==> config.mk <==
export PLATFORM = sky130hd
export DESIGN_NAME = pc_fetch
export DESIGN_NICKNAME = d
export VERILOG_FILES = /design/src/rtl/pc_fetch.sv
export SDC_FILE = /design/constraint.sdc
export NUM_CORES = 1
export LEC_CHECK = 0
export CAP_MARGIN = 30
export CORE_MARGIN = 4
export CORE_UTILIZATION = 40
export DETAILED_ROUTE_END_ITERATION = 7
export PLACE_DENSITY = 0.8
export SETUP_SLACK_MARGIN = 0.5
export SLEW_MARGIN = 20
export SYNTH_ARGS = -nofsm -noshare
export SYNTH_HDL_FRONTEND = slang
export SYNTH_SLANG_ARGS = --single-unit
==> constraint.sdc <==
create_clock -name i_clk -period 4.8 [get_ports i_clk]
set_input_delay 1.44 -clock i_clk [delete_from_list [all_inputs] [get_ports i_clk]]
set_output_delay 1.44 -clock i_clk [all_outputs]
set_load 0.05 [all_outputs]
==> src/rtl/pc_fetch.sv <==
// pc_fetch: program counter and fetch sequencer.
// It holds the current instruction address and drives the branch-target table
// index straight from the instruction's branch field. The returned target is
// used in the same cycle to compute the next PC, either as an absolute address
// or relative to the current PC. The block also sequences start, stall and
// halt, and counts taken branches.
//
// Ports:
//   i_clk          rising-edge clock
//   i_rst_n        asynchronous active-low reset
//   i_start        single-cycle pulse; begin execution at i_start_addr
//   i_start_addr   initial PC loaded on start
//   i_stall        hold PC this cycle
//   i_halt         decoded halt instruction at current PC
//   i_branch_en    current instruction is a branch
//   i_branch_cond  branch condition true
//   i_branch_rel   1 = PC-relative target, 0 = absolute target
//   i_branch_idx   table index field from the instruction
//   o_lut_addr     index to the target table (combinational copy of i_branch_idx)
//   i_target       16-bit target returned by the table, same cycle
//   o_pc           current instruction address
//   o_valid        PC holds a live instruction (RUN)
//   o_done         program halted
//   o_taken_cnt    taken branches since last start, saturating
module pc_fetch #(
    parameter int unsigned PC_W  = 10,
    parameter int unsigned CNT_W = 8
) (
    input  logic             i_clk,
    input  logic             i_rst_n,
    input  logic             i_start,
    input  logic [PC_W-1:0]  i_start_addr,
    input  logic             i_stall,
    input  logic             i_halt,
    input  logic             i_branch_en,
    input  logic             i_branch_cond,
    input  logic             i_branch_rel,
    input  logic [3:0]       i_branch_idx,
    output logic [3:0]       o_lut_addr,
    input  logic [15:0]      i_target,
    output logic [PC_W-1:0]  o_pc,
    output logic             o_valid,
    output logic             o_done,
    output logic [CNT_W-1:0] o_taken_cnt
);

    typedef enum logic [1:0] {
        IDLE   = 2'd0,
        RUN    = 2'd1,
        HALTED = 2'd2
    } state_t;

    state_t           r_state;
    logic [PC_W-1:0]  r_pc;
    logic [CNT_W-1:0] r_taken_cnt;

    state_t           w_state_nxt;
    logic [PC_W-1:0]  w_pc_nxt;
    logic [CNT_W-1:0] w_cnt_nxt;
    logic [PC_W-1:0]  w_next_tgt;
    logic             w_taken;

    // The table index is a pure wire so the table lookup and next-PC adder
    // form one combinational path into the PC register.
    assign o_lut_addr = i_branch_idx;

    assign w_taken = i_branch_en & i_branch_cond;

    // Relative: adding only the low PC_W bits of the 16-bit two's complement
    // offset gives the same result modulo 2^PC_W as a full signed add.
    always_comb begin
        w_next_tgt = i_target[PC_W-1:0];
        if (i_branch_rel) begin
            w_next_tgt = r_pc + i_target[PC_W-1:0];
        end
    end

    always_comb begin
        w_state_nxt = r_state;
        w_pc_nxt    = r_pc;
        w_cnt_nxt   = r_taken_cnt;
        unique case (r_state)
            IDLE, HALTED: begin
                if (i_start) begin
                    w_state_nxt = RUN;
                    w_pc_nxt    = i_start_addr;
                    w_cnt_nxt   = '0;
                end
            end
            RUN: begin
                if (i_stall) begin
                    w_state_nxt = RUN;
                end else if (i_halt) begin
                    w_state_nxt = HALTED;
                end else if (w_taken) begin
                    w_pc_nxt = w_next_tgt;
                    if (r_taken_cnt != '1) begin
                        w_cnt_nxt = r_taken_cnt + 1'b1;
                    end
                end else begin
                    w_pc_nxt = r_pc + 1'b1;
                end
            end
            default: begin
                w_state_nxt = IDLE;
            end
        endcase
    end

    always_ff @(posedge i_clk or negedge i_rst_n) begin
        if (!i_rst_n) begin
            r_state     <= IDLE;
            r_pc        <= '0;
            r_taken_cnt <= '0;
        end else begin
            r_state     <= w_state_nxt;
            r_pc        <= w_pc_nxt;
            r_taken_cnt <= w_cnt_nxt;
        end
    end

    assign o_pc        = r_pc;
    assign o_valid     = (r_state == RUN);
    assign o_done      = (r_state == HALTED);
    assign o_taken_cnt = r_taken_cnt;

endmodule

==> flow_summary.yaml, run 1 <==
run_status:
  status: "finished, final reports clean"
synth:
  ys_warn_count: 0
  synth_top_area_share_pct: 28.1
  synthArstFlopShare_pct: 100
  synth_edf_count: 0
  synth_adder_area_share_pct: 8.85
  yosysUniqueCellTypes: 48
  synth-compound-area-share_pct: 22.8
  synthSimpleGateAreaFrac_pct: 24.6
  syn_area_sq_mm: 0.00178
  syn-num-nets: 255
  synth_common_cells: "dfrtp_1, nand2_1, o21ai_0"
  ys_seq_area_share_pct: 28.1
  ys_ff_latch: 20
  synth_most_common_cell: "dfrtp_1"
  synth_top_family_by_area: "simple AND/OR/NAND/NOR gates"
  post-synth-top-area-cell: "dfrtp_1"
  synth_mux_area_share_pct: 2.39
  syn_inst: 205
  ys.flop_type: "dfrtp_1"
  yosys-top-cells-area: "dfrtp_1, ha_1, xor2_1"
  synth_xor_area_share_pct: 7.87
  synth_area_per_cell_sq_um: 8.69
power_and_ir_drop:
  ir_worst_vdd_uv: 339
  p_switching_uw: 624
  power_density_mw_per_mm2: 532
  seqPwrFrac_pct: 25.8
  p_leak_uw: 0.000937
  swShare_pct: 51.4
  combPwrFrac_pct: 65.2
  pwr-share-clk_pct: 8.9
  intPower_uw: 591
grt:
  grt-ovfl-total: 0
  grt_pass1_wl_um: 7710
  antenna_found_initial: 0
  grt_pass1_vias: 1684
  grt_max_degree: 21
  grt_use_total_pct: 17.5
placed_design:
  dpl.cell_count: 290
  port_buffers: 47
  place_hpwl_um: 3590
  gp_congestion: 0.802
  dpl_cell_area_sq_mm: 0.00223
setup_path:
  crit_type: "input port to flop"
  crit_family: "compound AO/OA/AOI/OAI gates"
  cp_num_buf_inv: 1
  critical-path-max-stage-delay_ns: 0.43
  cp-end-kind: "flop"
  required_ns: 4.97
  arrival_ns: 3.74
  worstSetupStartpointType: "input port"
  path_cells: "clkdlybuf4s50_1 -> ha_1 -> fa_1 -> a21o_1 -> a211oi_1 -> o21ai_0 -> a21boi_0 -> o211ai_1 -> a31oi_1"
  crit_fanout: 2
  cp_slowest_cell: "clkdlybuf4s50_1"
timing:
  finalCritPeriodShare_pct: 74.4
  hold_viol: 0
  hold_ws_ns: 0.576
  tns_ns: 0
  clock_skew_ns: 0.00184
  slew_violations: 0
  grt_setup_unrepaired: "false"
  max_freq_ghz: 0.280
  worst_slew_pin_slew_ns: 0.556
  slew_headroom_pct: 62.8
  fin_crit_ns: 3.57
  finalSetupViolations: 0
finish:
  final_area_sq_mm: 0.00228
  final_nets: 296
  diodes: 0
  finalNonFillerCells: 294
  area_growth_pct: 28.3
  drive_gt1_share_pct: 5.74
worst_hold_path:
  worst_hold_path_type: "flop to flop"
drt:
  viasPerCell: 5.89
  initialDrtViolationCount: 129
  vias: 1732
  finalWirelength_um: 4700
  drc: 0
  postRouteAntennaNets: 0
  drt_first_pass_iters: 4
  wl_per_cell_um: 16.0
clocking:
  h-tree-depth: 1
  cts_root_buf: "clkbuf_8"
  cts_buffer_depth: 2
  cts_made_buffers: 3
  cts_resized: 0
  clock_sinks: 20
  hold_buffers: 0
  clkTransAtPathRegs_ns: 0.07
  clock_latency_ns: 0.25
  cts_tree: "yes"
  postCtsSetupBuffers: 0
floorplanning:
  io_pins: 62
  start_util_pct: 43.0
  core_sq_mm: 0.00414
  die_w_um: 74.7
  placementRows: 23
  die_h_um: 74.7
  die-area_sq_mm: 0.00558
job:
  cap_violations: 0
==> cell usage in the layout (no fill, tap or decap), drive strengths merged, types with 4 or more instances in the layout <==
master | netlist | layout
ha | 11 | 11
xnor2 | 6 | 6
clkdlybuf4s50 | 0 | 47
nand4 | 8 | 8
nand2 | 18 | 18
a211oi | 7 | 7
or3 | 4 | 4
o21ai | 17 | 17
a21oi | 15 | 15
and3 | 4 | 4
nand3 | 12 | 12
a31oi | 4 | 4
a21o | 4 | 4
xor2 | 10 | 10
dfrtp | 20 | 20
nor2 | 12 | 12
==> power groups by stage <==
stage,Combinational [uW],Sequential (uW),Clock [uW]
after global placement,774,311,0
after detailed placement,791,315,0
final,793,314,109
after CTS,794,312,111
after global routing,869,322,119
after floorplan,450,441,0
==> cell type report <==
type,instances,area (sq um)
Fill cell,421,1860
Multi-Input combinational cell,170,1180
Sequential cell,20,500
Timing Repair Buffer,48,485
Tap cell,50,62.6
Clock buffer,3,41.3
Inverter,3,11.3
==> sequential cells by signal, indices dropped and copies added (netlist names) <==
name,flops
o_taken_cnt,8
o_pc,10
r_state,2
==> routing by layer <==
layer	vias to the layer above	GRT usage, %	wire length (um)	part of all wire [%]
met5	-	0	0	0
met4	0	4.35	70	1.5
met3	6	4.14	314	6.7
met2	64	26.7	2150	46
met1	810	25.0	2160	46
li1	852	-	-	-
==> worst register-to-register path: cells and delay by family (launching register included) <==
kind / cells / cell delay [ns]
AOI/OAI and AO/OA: 6 / 1.22
adders and majority gates: 2 / 0.66
DFF: 1 / 0.46
==> metrics by stage <==
step / total power, uW / utilization (%) / setup slack [ns]
2_1_floorplan: 891 / - / 1.62
3_3_place_gp: 1080 / 53.8 / 1.03
3_5_place_dp: 1110 / 53.8 / 0.992
4_1_cts: 1220 / 54.8 / 1.24
5_1_grt: 1310 / 55.1 / 1.02
6_report: 1220 / 55.1 / 1.23
==> cells by family (layout without fill, tap and decap cells) <==
kind of cell | count (synthesis) | in the layout
XOR/XNOR | 16 | 16
adder cells (fa/ha/maj) | 12 | 12
flip-flops | 20 | 20
multiplexers | 4 | 4
buffers and inverters | 15 | 54
AO/OA/AOI/OAI | 64 | 64
AND/OR/NAND/NOR | 74 | 74
==> worst paths after layout <==
check | startpoint | to | slack, ns | depth (start not counted)
min in group asynchronous | i_rst_n | o_pc[6]$_DFFE_PN0P_ | 1.42 | 1
hold reg to reg | o_taken_cnt[4]$_DFFE_PN0P_ | o_taken_cnt[4]$_DFFE_PN0P_ | 0.58 | 2
hold / removal | o_taken_cnt[4]$_DFFE_PN0P_ | o_taken_cnt[4]$_DFFE_PN0P_ | 0.58 | 2
setup / recovery | i_target[0] | o_pc[8]$_DFFE_PN0P_ | 1.23 | 9
max in group asynchronous | i_rst_n | o_taken_cnt[3]$_DFFE_PN0P_ | 2.98 | 2
setup reg to reg | o_pc[0]$_DFFE_PN0P_ | o_pc[8]$_DFFE_PN0P_ | 2.37 | 8
Note: power is estimated with default switching activity, not from simulation.
==> run 2: changes to the inputs <==
- clock period: 4.8 -> 3.59 ns (I/O delays scaled with it)
==> run 2 against run 1 <==
  * First-iteration DRC count grew 4.7%
  * Global-route usage increased by 0.27 points
  * Largest power group unchanged
  * Count of clock-buffer cells in the layout is 1 higher
  * Critical path type unchanged
  * Critical path depth is 1 lower
  * Non-clock buffer count grew 6
==> flow_summary.yaml, run 2 (same netlist as run 1, synthesis figures left out) <==
setup_path:
  crit_fanout: 7
  worstSetupStartpointType: "input port"
  required_ns: 3.71
  arrival_ns: 3.07
  ff2ff_setup_slack_ns: 1.30
  cp-end-kind: "flop"
  crit_type: "input port to flop"
grt:
  antenna_found_initial: 0
  grt-ovfl-total: 0
  grt_max_degree: 21
  grt_use_total_pct: 17.8
  grt_pass1_wl_um: 7780
  grt_pass1_vias: 1659
power_and_ir_drop:
  power_density_mw_per_mm2: 718
  ir_worst_vdd_uv: 424
  p_leak_uw: 0.000990
drt:
  wl_met1_um: 2150
  drt_first_pass_iters: 4
  dr_wl_met3_um: 400
  routed-wl-met2_um: 2250
  vias: 1776
  drc: 0
  finalWirelength_um: 4870
  viasPerCell: 5.90
  routed.top_layer: "met4"
  wl_per_cell_um: 16.2
  initialDrtViolationCount: 135
  postRouteAntennaNets: 0
finish:
  final_nets: 302
  largest_register_ffs: 10
  nFillCells: 394
  drive_gt1_share_pct: 11.6
  final_common_cell: "clkdlybuf4s50_1"
  diodes: 0
  final_area_sq_mm: 0.00239
  area_growth_pct: 34.0
  final_cell_mix: "clkdlybuf4s50_1, dfrtp_1, nand2_1, o21ai_0, a21oi_1"
floorplanning:
  io_pins: 62
  die_h_um: 74.7
  placementRows: 23
  core_sq_mm: 0.00414
  die_w_um: 74.7
  start_util_pct: 43.0
  die-area_sq_mm: 0.00558
clocking:
  h-tree-depth: 1
  clock_sinks: 20
  cts_tree: "yes"
  cts_root_buf: "clkbuf_8"
  clock_latency_ns: 0.26
  hold_buffers: 0
  cts_made_buffers: 3
  cts_buffer_depth: 2
  clkTransAtPathRegs_ns: 0.07
placed_design:
  gp_congestion: 0.773
  place_hpwl_um: 3670
  dpl_cell_area_sq_mm: 0.00225
  port_buffers: 47
timing:
  slew_violations: 0
  clock_skew_ns: 0.00389
  finalSetupViolations: 0
  fin_crit_ns: 2.95
  grt_setup_unrepaired: "false"
  slew_headroom_pct: 61.5
  tns_ns: 0
  finalCritPeriodShare_pct: 82.2
  max_freq_ghz: 0.339
  hold_viol: 0
  worst_slew_pin_slew_ns: 0.576
worst_hold_path:
  worst_hold_path_type: "flop to flop"
job:
  cap_violations: 0
run_status:
  status: "finished, final reports clean"
-- run 2: routing by layer --
| layer | track usage (%) | up-vias |
|---|---|---|
| li1 | - | 864 |
| met1 | 24.7 | 826 |
| met2 | 28.5 | 78 |
| met3 | 4.01 | 8 |
| met4 | 3.56 | 0 |
| met5 | 0 | - |
-- run 2: worst max-delay path, stage by stage --
cell	delay, ns
clkdlybuf4s50_1	0.43
ha_1	0.39
o21ai_0	0.10
o21bai_1	0.22
mux2_2	0.36
o221ai_1	0.20
xnor2_1	0.18
a31oi_1	0.11
-- run 2: through the flow --
step | hold slack (ns) | setup slack (ns) | total power [uW] | utilization [%] | std cells
3_3_place_gp | 0.554 | 0.186 | 1460 | 54.3 | 293
4_1_cts | 0.578 | 0.536 | 1670 | 55.8 | 297
3_5_place_dp | 0.559 | 0.126 | 1480 | 54.3 | 293
5_1_grt | 0.621 | 0.514 | 1840 | 57.6 | 301
2_1_floorplan | 0.585 | 0.774 | 1190 | - | 205
6_report | 0.573 | 0.640 | 1710 | 57.6 | 301
-- run 2: layout make-up --
| cell class | instances | area [sq um] | area share, % |
|---|---|---|---|
| inverters | 3 | 11.3 | 0.472 |
| well taps | 50 | 62.6 | 2.62 |
| flip-flops and latches | 20 | 500 | 21.0 |
| clock buffers | 4 | 55.1 | 2.31 |
| multi-input cells | 170 | 1220 | 51.2 |
| repair buffers | 54 | 536 | 22.4 |
-- run 2: what timing repair did --
item,CTS,global route
setup buffers,0,3
resized for setup,2,11
pin swaps,2,7
setup endpoints to repair,2,7
endpoints found under the hold margin,0,0
-- run 2: worst paths after layout --
kind,startpoint,endpoint,cells past startpoint
worst max register to register,o_pc[0]$_DFFE_PN0P_,o_pc[6]$_DFFE_PN0P_,8
worst min-delay path,o_taken_cnt[4]$_DFFE_PN0P_,o_taken_cnt[4]$_DFFE_PN0P_,2
worst min register to register,o_taken_cnt[4]$_DFFE_PN0P_,o_taken_cnt[4]$_DFFE_PN0P_,2
max in group asynchronous,i_rst_n,o_pc[2]$_DFFE_PN0P_,2
min in group asynchronous,i_rst_n,o_pc[8]$_DFFE_PN0P_,1
worst max-delay path,i_target[7],o_pc[9]$_DFFE_PN0P_,8
-- run 2: power breakdown --
part,switching [uW],internal [uW]
logic,654,469
registers,129,292
clock network,72.7,97.5
==> run 3: changes to the inputs <==
- PLACE_DENSITY: 0.8 -> 0.83
- clock period: 3.59 -> 2.4 ns (I/O delays scaled with it)
==> run 3 against run 2 <==
  * Clock power is 100% higher
  * Critical path type unchanged
  * Flip-flop and latch count stayed put
  * Cell count is 13% higher
  * Wire length is 17% higher
==> flow_summary.yaml, run 3 (same netlist as run 1, synthesis figures left out) <==
run_status:
  status: "finished, final reports clean"
drt:
  dr_wl_met3_um: 481
  finalWirelength_um: 5690
  viasPerCell: 5.82
  wl_met1_um: 2320
  wl_per_cell_um: 16.8
  routed.top_layer: "met4"
  postRouteAntennaNets: 0
  initialDrtViolationCount: 111
  drc: 0
  vias: 1972
  drt_first_pass_iters: 4
  routed-wl-met2_um: 2810
clocking:
  cts_made_buffers: 3
  hold_buffers: 0
  cts_buffer_depth: 2
  clock_latency_ns: 0.26
  clock_sinks: 20
  cts_tree: "yes"
  cts_root_buf: "clkbuf_8"
  clkTransAtPathRegs_ns: 0.08
  h-tree-depth: 1
placed_design:
  place_hpwl_um: 4110
  dpl_cell_area_sq_mm: 0.00253
  port_buffers: 47
  gp_congestion: 0.856
power_and_ir_drop:
  ir_worst_vdd_uv: 754
  p_leak_uw: 0.00124
  power_density_mw_per_mm2: 1120
finish:
  drive_gt1_share_pct: 41.5
  final_nets: 340
  largest_register_ffs: 10
  final_cell_mix: "buf_4, nand2_1, dfrtp_1, clkdlybuf4s50_1"
  final_area_sq_mm: 0.00285
  area_growth_pct: 60.1
  diodes: 0
  final_common_cell: "buf_4"
setup_path:
  worstSetupStartpointType: "input port"
  cp_num_cells: 11
  path_cells: "buf_6 -> ha_4 -> fa_2 -> a21o_1 -> buf_4 -> buf_6 -> a21oi_4 -> xor2_1 -> nor2_1 -> a211oi_1 -> o21ai_1"
  crit_type: "input port to flop"
  cp_num_buf_inv: 3
  cp-end-kind: "flop"
  ff2ff_path_depth: 10
  r2r-start: "o_pc[0]$_DFFE_PN0P_"
  arrival_ns: 2.48
  required_ns: 2.55
  crit_fanout: 2
  critPathLaunch: "i_target[0]"
  crit_family: "compound AO/OA/AOI/OAI gates"
  cp_common_cell: "buf_6"
  cp_slowest_cell: "fa_2"
  critical-path-max-stage-delay_ns: 0.36
timing:
  worst_slew_pin_slew_ns: 0.483
  fin_crit_ns: 2.33
  finalSetupViolations: 0
  finalCritPeriodShare_pct: 97.2
  slew_headroom_pct: 67.9
  max_freq_ghz: 0.429
  clock_skew_ns: 0.00269
  slew_violations: 0
  tns_ns: 0
  hold_viol: 0
  grt_setup_unrepaired: "true"
job:
  cap_violations: 0
floorplanning:
  die_w_um: 74.7
  core_sq_mm: 0.00414
  die_h_um: 74.7
  io_pins: 62
  placementRows: 23
  die-area_sq_mm: 0.00558
  start_util_pct: 43.0
worst_hold_path:
  holdPathStages: 2
  worst_hold_path_type: "flop to flop"
  min_from: "o_taken_cnt[4]$_DFFE_PN0P_"
grt:
  grt_pass1_wl_um: 9020
  grt-ovfl-total: 0
  grt_pass1_vias: 1917
  grt_use_total_pct: 20.7
  grt_max_degree: 21
  antenna_found_initial: 0
[run 3: cell types whose count changed in the layout (fill, tap and decap cells not counted), moves of 5 or more]
cell / change
clkdlybuf4s15_2: +10
clkdlybuf4s50_1: -32
buf_4: +37
ha_4: +7
buf_2: +9
o21ai_1: +5
[run 3: metrics by stage]
| stage | std cells | util [%] | setup WS (ns) | total power, uW | hold slack [ns] |
|---|---|---|---|---|---|
| after floorplan | 205 | - | 0.204 | 1880 | 0.424 |
| after global placement | 321 | 61.2 | -0.409 | 2490 | 0.560 |
| after detailed placement | 321 | 61.2 | -0.440 | 2530 | 0.574 |
| after CTS | 331 | 66.4 | 0.163 | 3040 | 0.582 |
| after global routing | 339 | 68.8 | 0.0384 | 3400 | 0.616 |
| final | 339 | 68.8 | 0.0681 | 3190 | 0.586 |
[run 3: area by class of cell]
class	instances	area, sq um
sequential	20	505
tap	50	62.6
inverter	3	11.3
multi-input combinational	170	1410
timing repair buffer	92	792
clock buffer	3	41.3
clock inverter	1	30.0
fill	322	1290
[run 3: final timing paths]
kind                                         endpoint  slack, ns
hold reg to reg            o_taken_cnt[4]$_DFFE_PN0P_       0.59
hold / removal             o_taken_cnt[4]$_DFFE_PN0P_       0.59
setup / recovery                  o_pc[4]$_DFFE_PN0P_       0.07
max in group asynchronous         o_pc[0]$_DFFE_PN0P_       1.37
min in group asynchronous         o_pc[4]$_DFFE_PN0P_       0.79
setup reg to reg                  o_pc[4]$_DFFE_PN0P_       0.12
[run 3: worst min-delay path, stage by stage (launching register included)]
cell	delay [ns]
dfrtp_1	0.40
o21ai_0	0.08
a21oi_1	0.07
[run 3: power breakdown]
| part | leakage [uW] | switching (uW) | internal, uW | total, uW |
|---|---|---|---|---|
| logic | 0.000958 | 1180 | 1030 | 2210 |
| clock network | 0.0000357 | 119 | 223 | 341 |
| registers | 0.000250 | 202 | 441 | 642 |
[run 3: what timing repair did]
action | CTS | global route
resized for setup | 110 | 32
setup endpoints to repair | 37 | 26
buffers inserted | 6 | 8
pin swaps | 25 | 19
[run 3: per-layer routing]
metal,vias to the layer above,track usage [%]
met5,-,0
met4,0,2.77
met1,944,27.4
met2,85,35.5
li1,933,-
met3,10,4.94
